--- src/rtl/uart_rx_ctrl.sv ---
// UART receiver controller: baud prescaler, receiver sequencing FSM and receive buffer.
// Define UART_RX_FIFO_EN for a 2**DEPTH_LOG2 entry FIFO; otherwise a single holding register is used.
module uart_rx_ctrl #(
  parameter logic [15:0] DIV_RST    = 16'd53,
  parameter int          DEPTH_LOG2 = 2
) (
  input  logic        i_clk,
  input  logic        i_rst,
  input  logic        i_cfg_we,
  input  logic [21:0] i_cfg_wdata,
  output logic        o_rx_ce,
  output logic        o_rx_rst,
  output logic        o_rx_rst_err,
  output logic [1:0]  o_length,
  output logic        o_stop2,
  output logic        o_parity,
  output logic        o_odd,
  input  logic [8:0]  i_rx_data,
  input  logic        i_rx_busy,
  input  logic        i_rx_overrun,
  input  logic        i_rx_parity,
  input  logic        i_rd,
  output logic [8:0]  o_rd_data,
  output logic        o_rd_ferr,
  output logic        o_rd_perr,
  output logic        o_empty,
  output logic        o_full,
  output logic        o_drop_err,
  input  logic        i_err_clr,
  output logic        o_irq
);

  typedef enum logic [1:0] {S_RESET, S_IDLE, S_RECV, S_PUSH} state_t;

  state_t      state, state_nxt;
  logic        rst_cnt, rst_cnt_nxt;
  logic [15:0] div;
  logic [15:0] presc;
  logic [1:0]  length;
  logic        stop2, parity, odd, irq_en;
  logic        push, do_push, do_pop, drop;
  logic        fifo_empty, fifo_full;
  logic [10:0] head;
  logic        drop_err, irq;

  always_ff @(posedge i_clk) begin
    if (i_rst) begin
      div    <= DIV_RST;
      length <= 2'b11;
      stop2  <= 1'b0;
      parity <= 1'b0;
      odd    <= 1'b0;
      irq_en <= 1'b0;
    end else if (i_cfg_we) begin
      div    <= i_cfg_wdata[15:0];
      length <= i_cfg_wdata[17:16];
      stop2  <= i_cfg_wdata[18];
      parity <= i_cfg_wdata[19];
      odd    <= i_cfg_wdata[20];
      irq_en <= i_cfg_wdata[21];
    end
  end

  assign o_length = length;
  assign o_stop2  = stop2;
  assign o_parity = parity;
  assign o_odd    = odd;

  // Prescaler is held at zero while the receiver is in reset so it restarts cleanly after a config change.
  always_ff @(posedge i_clk) begin
    if (i_rst || state == S_RESET) begin
      presc <= 16'd0;
    end else if (presc == div) begin
      presc <= 16'd0;
    end else begin
      presc <= presc + 16'd1;
    end
  end

  assign o_rx_ce = ~i_rst & (state != S_RESET) & (presc == div);

  always_ff @(posedge i_clk) begin
    if (i_rst) begin
      state   <= S_RESET;
      rst_cnt <= 1'b0;
    end else begin
      state   <= state_nxt;
      rst_cnt <= rst_cnt_nxt;
    end
  end

  always_comb begin
    state_nxt   = state;
    rst_cnt_nxt = 1'b0;
    case (state)
      S_RESET: begin
        rst_cnt_nxt = ~rst_cnt;
        if (rst_cnt) state_nxt = S_IDLE;
      end
      S_IDLE:  if (i_rx_busy) state_nxt = S_RECV;
      S_RECV:  if (!i_rx_busy) state_nxt = S_PUSH;
      S_PUSH:  state_nxt = S_IDLE;
      default: state_nxt = S_RESET;
    endcase
    // A config write aborts any frame in progress and restarts the receiver reset window.
    if (i_cfg_we) begin
      state_nxt   = S_RESET;
      rst_cnt_nxt = 1'b0;
    end
  end

  assign o_rx_rst     = i_rst | (state == S_RESET);
  assign o_rx_rst_err = ~i_rst & (state == S_PUSH);
  assign push         = (state == S_PUSH) & ~i_rst & ~i_cfg_we;

  // A push into a full buffer still succeeds when a pop frees the head in the same cycle.
  assign do_pop  = i_rd & ~fifo_empty;
  assign do_push = push & (~fifo_full | do_pop);
  assign drop    = push & fifo_full & ~do_pop;

`ifdef UART_RX_FIFO_EN
  localparam int DEPTH = 2 ** DEPTH_LOG2;

  logic [10:0]         mem [DEPTH];
  logic [DEPTH_LOG2:0] wr_ptr, rd_ptr;

  assign fifo_empty = (wr_ptr == rd_ptr);
  assign fifo_full  = (wr_ptr[DEPTH_LOG2] != rd_ptr[DEPTH_LOG2]) &&
                      (wr_ptr[DEPTH_LOG2-1:0] == rd_ptr[DEPTH_LOG2-1:0]);
  assign head       = mem[rd_ptr[DEPTH_LOG2-1:0]];

  always_ff @(posedge i_clk) begin
    if (do_push) mem[wr_ptr[DEPTH_LOG2-1:0]] <= {i_rx_overrun, i_rx_parity, i_rx_data};
  end

  always_ff @(posedge i_clk) begin
    if (i_rst) begin
      wr_ptr <= '0;
      rd_ptr <= '0;
    end else begin
      if (do_push) wr_ptr <= wr_ptr + (DEPTH_LOG2 + 1)'(1);
      if (do_pop)  rd_ptr <= rd_ptr + (DEPTH_LOG2 + 1)'(1);
    end
  end
`else
  logic [10:0] hold;
  logic        valid;

  // DEPTH_LOG2 has no effect on the single-register build.
  if (DEPTH_LOG2 < 0) begin : g_depth_log2_unused
  end

  assign fifo_empty = ~valid;
  assign fifo_full  = valid;
  assign head       = hold;

  always_ff @(posedge i_clk) begin
    if (do_push) hold <= {i_rx_overrun, i_rx_parity, i_rx_data};
  end

  always_ff @(posedge i_clk) begin
    if (i_rst) valid <= 1'b0;
    else       valid <= do_push | (valid & ~do_pop);
  end
`endif

  assign o_rd_ferr = head[10];
  assign o_rd_perr = head[9];
  assign o_rd_data = head[8:0];
  assign o_empty   = fifo_empty;
  assign o_full    = fifo_full;

  // A new drop wins over a simultaneous clear so the overflow is never lost.
  always_ff @(posedge i_clk) begin
    if (i_rst)          drop_err <= 1'b0;
    else if (drop)      drop_err <= 1'b1;
    else if (i_err_clr) drop_err <= 1'b0;
  end

  always_ff @(posedge i_clk) begin
    if (i_rst) irq <= 1'b0;
    else       irq <= (irq_en & ~fifo_empty) | drop_err;
  end

  assign o_drop_err = drop_err;
  assign o_irq      = irq;

endmodule

--- config.mk ---
export PLATFORM = sky130hd
export DESIGN_NAME = uart_rx_ctrl
export DESIGN_NICKNAME = d
export VERILOG_FILES = /design/src/rtl/uart_rx_ctrl.sv
export SDC_FILE = /design/constraint.sdc
export NUM_CORES = 1
export LEC_CHECK = 0
export CAP_MARGIN = 20
export CORE_AREA = 10 10 64 105
export CTS_CLUSTER_DIAMETER = 30
export DETAILED_ROUTE_END_ITERATION = 10
export DIE_AREA = 0 0 74 115
export PLACE_DENSITY = 0.77
export SYNTH_ARGS = -nofsm -noshare
export SYNTH_HDL_FRONTEND = slang
export SYNTH_SLANG_ARGS = --single-unit
--- constraint.sdc ---
create_clock -name i_clk -period 2.3 [get_ports i_clk]
set_clock_uncertainty 0.05 [all_clocks]
set_input_delay 0.345 -clock i_clk [delete_from_list [all_inputs] [get_ports i_clk]]
set_output_delay 0.345 -clock i_clk [all_outputs]
set_load 0.005 [all_outputs]
After elaboration in Yosys (flattened, before gate mapping)
Index checks and enable logic that the tools add are counted.
Operators by class
  bitwise operators: 20
  add/sub/neg operators: 1
  reduce and logical (&&, ||, !) cells: 8
  equal/unequal tests: 7
  multiplexer cells: 6
Operators by type and width (number)
  $add 16x1->16 const B: 1
  $eq 16x16->1: 1
  $and 1x1->1: 10
  $pmux 2 s4: 1
  $mux 2: 3
  $ne 2x2->1 const B: 3
  $not 1->1: 6
  $eq 2x2->1 const B: 2
  $or 1x1->1: 4
  $reduce_bool 2->1: 2
  $reduce_or 2->1: 2
  $reduce_and 3->1: 1
  $reduce_or 3->1: 1
  $eq 2x1->1 const B: 1
  $logic_not 2->1: 1
  $mux 1: 2
  $logic_or 1x1->1: 1
Word-level totals
  input port bits: 39
  output and inout bits: 23
  word-level logic and storage cells: 55
  flip-flop bits (word level): 55

Logic depth before layout (Yosys ltp)
Gate-level depths: netlist of the first run.
  word-level depth: 6
  depth in mapped cells: 6
  gate-level depth less buffers: 6

Least setup slack after synthesis of the first run
Ideal clock, no wire load.
  path kind: register to register
  start point: register state[1]
  end point: register hold[0] (netlist: head[0]) (enable)
  path buffers: 0
  setup time: 0.396 ns
  arrival time: 1.480 ns
  cell stages (with the launch flop): 4
  required time: 1.854 ns
  period minus slack after synthesis: 1.926 ns
  slack: 0.374 ns
  cells stage by stage: dfxtp_1 ha_1 nand2b_1 nor3b_1
Between the ends
  cells in the longest elaborated chain, start to end: 4
RTL lines
  from (decl): RTL line 35  | state_t state, state_nxt;
  from (signal assigned): RTL line 87  | state <= state_nxt;
  $eq 2x2->1: RTL line 114  | assign push = (state == S_PUSH) & ~i_rst & ~i_cfg_we;
  $and 1x1->1 (2 in a row): RTL line 114
  $and 1x1->1: RTL line 118  | assign do_push = push & (~fifo_full | do_pop);
  via do_push: RTL line 41  | logic push, do_push, do_pop, drop;
  to (signal assigned): RTL line 158  | if (do_push) hold <= {i_rx_overrun, i_rx_parity, i_rx_data};
  to (decl): RTL line 146  | logic [10:0] hold;
The timed path passes the listed nets, and every way through them passes these cells.
A chain may end at the register's enable or synchronous reset.

Worst setup path after layout of the first run
  start point: register state[0]
  end point: output o_rx_rst
Between the ends
  cells in the longest elaborated chain, start to end: 2
RTL lines
  $logic_not 2->1: RTL line 112  | assign o_rx_rst = i_rst | (state == S_RESET);
  $or 1x1->1: RTL line 112
  to (decl): RTL line 12  | output logic o_rx_rst,
No other way between the ends.

==> impl_metrics.toml, run 1 <==
[outcome]
status = "finished clean"

[sta]
drv_slew = 0
rsz0062_at_grt = "no"
slew_headroom_pct = 76.4
final-hold-violation-count = 0
postLayoutSetupSlackWorst_ns = 0.0892
setup_viol = 0
period_minus_slack_ns = 2.21
max_freq_mhz = 452
min_period_over_period_pct = 96.1
tightest_slew_ns = 0.351
setup_tns_ns = 0

[worst_setup_path]
path_max_fanout = 7
cp_cell_sequence = "inv_1 > ha_1 > or2_4 > buf_4 > clkdlybuf4s50_1"
cp.arrival_ns = 1.82
cp-end-kind = "output port"
rrSetupSlack_ns = 0.49
required_ns = 1.90
path_buf_inv = 3
reg2reg_depth = 5
cp_slowest_stage_delay_ns = 0.44
crit_path_top_delay_cell = "clkdlybuf4s50_1"
start_kind = "flop"
rr_endpoint = "presc[15]"
criticalPathCategory = "flop to output port"
r2r-start = "presc[4]"
crit_family = "buffers and inverters"

[logic_synthesis]
ys_ff_latch = 55
synth_top_cell_by_area = "dfxtp_1"
synth_ff_type = "dfxtp_1"
ys_seq_area_share_pct = 52.6
synth_edf_count = 11
post_synth.cell_area_avg_um2 = 10.9
synthTopCellsByArea = "dfxtp_1 (38%), edfxtp_1 (14%), xnor2_1 (10%)"
syn_nets = 256
synthArstFlopShare_pct = 0
synth_top_area_share_pct = 38.2
synthDistinctLibCells = 31
syn_inst = 212
netlist_area_um2 = 2300
yosysWarnings = 0

[pwr]
leakage_uw = 0.00117
powerDensity_nw_per_um2 = 573
vdd_drop_max_uv = 637
total_power_uw = 1850

[routing]
vias_per_cell = 5.20
postRouteAntennaNets = 0
post-route-drc-count = 0
firstDrtPassIters = 4
vias = 1780
wirelength_um = 5520
drt-initial-drc-count = 42
wl_per_cell_um = 16.1

[hold_path]
min_path_type = "flop to flop"
whs_path_depth = 2
min_to = "o_odd"
min_from = "o_odd"

[floorplanning]
ios = 62
coreArea_um2 = 4980
num_rows = 34
dieArea_um2 = 8510
fp.dieW_um = 74
die_h_um = 115
start_util_pct = 46.3

[clock_tree]
insertion_delay_ns = 0.31
clk_pin_slew_worst_paths_ns = 0.10
cts_buffers = 5
h-tree-depth = 2
cts_sinks = 55
cts-root-buf = "clkbuf_8"
clockBufferDepth = 2
cts_tree = "built"

[layout]
final_cell_mix = "clkdlybuf4s50_1 (60), dfxtp_1 (32), xnor2_1 (25)"
fin_nets = 331
drive_above_1_share_pct = 16.0
final_core_util_pct = 64.8
syn_to_final_growth_pct = 40.0
layout_commonest_cell = "clkdlybuf4s50_1"
antenna-diode-count = 0
fillers = 396

[placed_design]
dpl.hpwl_um = 4270
io_buffers = 61
dp_slack_ns = 0.155
gp_congestion = 0.887

[global_route]
grt_pass1_wl_um = 9090
grt_pass1_vias = 1878
grt.overflow.total = 0
antenna_found_initial = 0
grt_max_degree = 31
grt.total_usage_pct = 13.7

[job]
maxCapViolCount = 0
-- per-layer routing --
layer / vias to the layer above / wire (µm) / track usage (%)
li1: 884 / - / -
met1: 842 / 1970 / 13.4
met2: 45 / 3230 / 26.4
met3: 9 / 189 / 2.85
met4: 0 / 131 / 5.24
met5: - / 0 / 0
-- through the flow --
step	cell area [µm²]	instances	hold WS, ns
floorplan	2300	212	0.394
global placement	3050	332	0.423
detailed placement	3050	332	0.430
CTS	3220	341	0.461
global route	3230	342	0.483
finish	3230	342	0.455
-- worst register-to-register path: stages, from the launching register on --
cell and delay, ns:
dfxtp_1 0.36, buf_4 0.15, nand4_4 0.16, or2_4 0.31, or4_4 0.48, a211oi_2 0.22
-- power breakdown --
group | switching (µW) | internal [µW] | total [µW]
Sequential | 18.6 | 1010 | 1030
Combinational | 65.7 | 117 | 183
Clock | 311 | 328 | 639
-- cell type report --
| cell class | instances | area [µm²] | share of cell area (%) |
|---|---|---|---|
| Inverter | 6 | 22.5 | 0.698 |
| Timing Repair Buffer | 78 | 737 | 22.8 |
| Clock buffer | 5 | 68.8 | 2.13 |
| Tap cell | 54 | 67.6 | 2.09 |
| Clock inverter | 3 | 46.3 | 1.44 |
| Multi-Input combinational cell | 141 | 1050 | 32.7 |
| Sequential cell | 55 | 1230 | 38.1 |
-- registers in the layout, indices dropped and copies added, names as in the netlist --
| register | cells |
|---|---|
| o_length | 2 |
| o_full | 1 |
| o_stop2 | 1 |
| div | 16 |
| rst_cnt | 1 |
| presc | 16 |
| o_irq | 1 |
| o_drop_err | 1 |
| o_odd | 1 |
| irq_en | 1 |
| head | 11 |
| state | 2 |
| o_parity | 1 |
-- how the worst max path moves through the flow --
stage	startpoint	endpoint	slack, ns	depth (start not counted)
floorplan	state[1]	head[0]	0.37	3
global placement	i_rst	o_rx_ce	0.16	4
detailed placement	i_rst	o_rx_ce	0.16	4
CTS	state[0]	o_rx_rst	0.03	5
global route	presc[5]	o_rx_ce	0.01	5
finish	state[0]	o_rx_rst	0.09	5
-- synth_stat cells, drive strengths merged (2+ instances only) --
cell / number
edfxtp: 11
nand4: 7
nand3: 4
nor2b: 9
nor3: 21
nor3b: 2
ha: 5
dfxtp: 44
nand2b: 3
mux2i: 18
xor2: 2
nand2: 5
nor4: 4
buf: 3
xnor2: 27
inv: 6
a21oi: 2
nor2: 18
or2: 2
a211o: 6
clkbuf: 7
-- timing repair --
action	CTS	global route
setup buffers	1	1
endpoints found under the setup margin	1	2
hold buffers	0	0
gates resized for setup	18	1
pin swaps	7	2
-- kinds of logic after synthesis --
| kind of cell | Yosys count | synth area share [%] |
|---|---|---|
| AND/OR/NAND/NOR | 77 | 18.8 |
| flip-flops | 55 | 52.6 |
| XOR/XNOR | 29 | 11.0 |
| multiplexers | 19 | 8.31 |
| buffers and inverters | 16 | 2.72 |
| AO/OA/AOI/OAI | 11 | 3.86 |
| adder cells (fa/ha/maj) | 5 | 2.72 |
No activity file was read; power rests on OpenSTA's default activity.
==> run 2, diff against run 1 <==
--- a/config.mk
+++ b/config.mk
@@ -6,10 +6,10 @@
 export NUM_CORES = 1
 export LEC_CHECK = 0
 export CAP_MARGIN = 20
-export CORE_AREA = 10 10 64 105
+export CORE_AREA = 10 10 78 86
 export CTS_CLUSTER_DIAMETER = 30
 export DETAILED_ROUTE_END_ITERATION = 10
-export DIE_AREA = 0 0 74 115
+export DIE_AREA = 0 0 88 96
 export PLACE_DENSITY = 0.77
 export SYNTH_ARGS = -nofsm -noshare
 export SYNTH_HDL_FRONTEND = slang
==> run 2 against run 1 <==
  * Sequential power about the same
  * Maximum frequency up 1.5%
  * Combinational power about the same
  * Critical path depth unchanged
  * Total power down 1.1%
  * Non-clock buffer count down 3
  * Clock power down 3%
==> impl_metrics.toml, run 2 (same netlist as run 1, synthesis figures left out) <==
[global_route]
antenna_found_initial = 0
grt.total_usage_pct = 13.4
grt_pass1_vias = 1749
grt_max_degree = 32
grt_pass1_wl_um = 8890
grt.overflow.total = 0

[pwr]
seq_power_share_pct = 56.2
leakage_uw = 0.00115
clockPowerShare_pct = 34.0
p_switching_uw = 381
powerDensity_nw_per_um2 = 574
total_power_uw = 1830
vdd_drop_max_uv = 366
internal-power_uw = 1450
pwr-share-comb_pct = 9.8
p_sw_share_pct = 20.8

[routing]
postRouteAntennaNets = 0
post-route-drc-count = 0
vias = 1748
firstDrtPassIters = 4
wirelength_um = 5530
vias_per_cell = 5.10
wl_per_cell_um = 16.1
drt-initial-drc-count = 105

[floorplanning]
coreArea_um2 = 4970
ios = 62
die_h_um = 96
fp.dieW_um = 88
dieArea_um2 = 8450
num_rows = 27
start_util_pct = 46.4

[worst_setup_path]
required_ns = 1.90
path_max_fanout = 2
criticalPathCategory = "flop to output port"
start_kind = "flop"
crit_path_top_delay_cell = "nor4_4"
cp.arrival_ns = 1.78
reg2reg_depth = 5
cp-end-kind = "output port"
cp_cell_sequence = "xnor2_1 > nand4_1 > nor4_4 > nor2b_4 > dlygate4sd2_1"
cp_slowest_stage_delay_ns = 0.35

[sta]
slew_headroom_pct = 72.1
min_period_over_period_pct = 94.7
rsz0062_at_grt = "no"
period_minus_slack_ns = 2.18
max_freq_mhz = 459
drv_slew = 0
postLayoutSetupSlackWorst_ns = 0.123
tightest_slew_ns = 0.419
setup_viol = 0
setup_tns_ns = 0
final-hold-violation-count = 0

[clock_tree]
insertion_delay_ns = 0.30
clk_pin_slew_worst_paths_ns = 0.09
clockBufferDepth = 2
cts-root-buf = "clkbuf_8"
cts_sinks = 55
cts_buffers = 5
h-tree-depth = 2
cts_tree = "built"

[layout]
regArea_um2 = 1220
multi_input_area_um2 = 1040
syn_to_final_growth_pct = 38.2
layout_commonest_cell = "clkdlybuf4s50_1"
final_core_util_pct = 64.1
drive_above_1_share_pct = 11.6
final_cell_mix = "clkdlybuf4s50_1 (59), dfxtp_1 (39), xnor2_1 (26)"
antenna-diode-count = 0
fin_nets = 328
fin_cells = 343
fillers = 411

[placed_design]
gp_congestion = 0.828
dp_slack_ns = 0.119
io_buffers = 61
dpl.cell_count = 334
dpl.hpwl_um = 4250

[outcome]
status = "finished clean"

[hold_path]
whs_path_depth = 1
min_path_type = "flop to flop"

[job]
maxCapViolCount = 0
## run 2: repair_timing
| action | in CTS | in global routing |
|---|---|---|
| hold endpoints to repair | 0 | 0 |
| pin swaps | 2 | 1 |
| setup endpoints to repair | 1 | 2 |
| gates resized for setup | 9 | 1 |
| cloned | 0 | 0 |
| hold buffers | 0 | 0 |
| buffers inserted | 0 | 1 |
## run 2: worst max-delay path: cells and delay by family, from the launching register on
| kind | cells | cell delay (ns) |
|---|---|---|
| simple gates | 3 | 0.71 |
| flops | 1 | 0.33 |
| buf+inv | 1 | 0.24 |
| xor+xnor | 1 | 0.20 |
## run 2: worst paths after layout
kind,from,endpoint,slack [ns]
min reg2reg,presc[0],presc[0],0.46
min,presc[0],presc[0],0.46
max reg2reg,presc[2],presc[15],0.42
max,div[3],o_rx_ce,0.12
## run 2: power groups by stage
| stage | clock (µW) | sequential, µW | combinational [µW] |
|---|---|---|---|
| after floorplan | 0 | 1040 | 83.9 |
| after global placement | 0 | 1050 | 176 |
| after detailed placement | 0 | 1050 | 181 |
| after CTS | 638 | 1030 | 183 |
| after global routing | 671 | 1030 | 197 |
| final | 622 | 1030 | 180 |
## run 2: final cells by class
cell class | instances | share of cell area, %
Timing Repair Buffer | 75 | 22.5
Multi-Input combinational cell | 141 | 32.8
Clock buffer | 6 | 2.28
Clock inverter | 2 | 1.18
Tap cell | 58 | 2.28
Sequential cell | 55 | 38.2
Inverter | 6 | 0.707
## run 2: per-stage QoR
step,hold WS [ns],cell area [µm²]
floorplan,0.394,2300
CTS,0.458,3170
global route,0.496,3180
detailed placement,0.438,3040
global placement,0.421,3040
finish,0.456,3180
## run 2: routing by layer
layer	vias up	share of wire (%)	track usage [%]
li1	876	-	-
met1	817	41	15.4
met2	51	53	24.2
met3	4	5.5	2.87
met4	0	0.94	4.39
met5	-	0	0
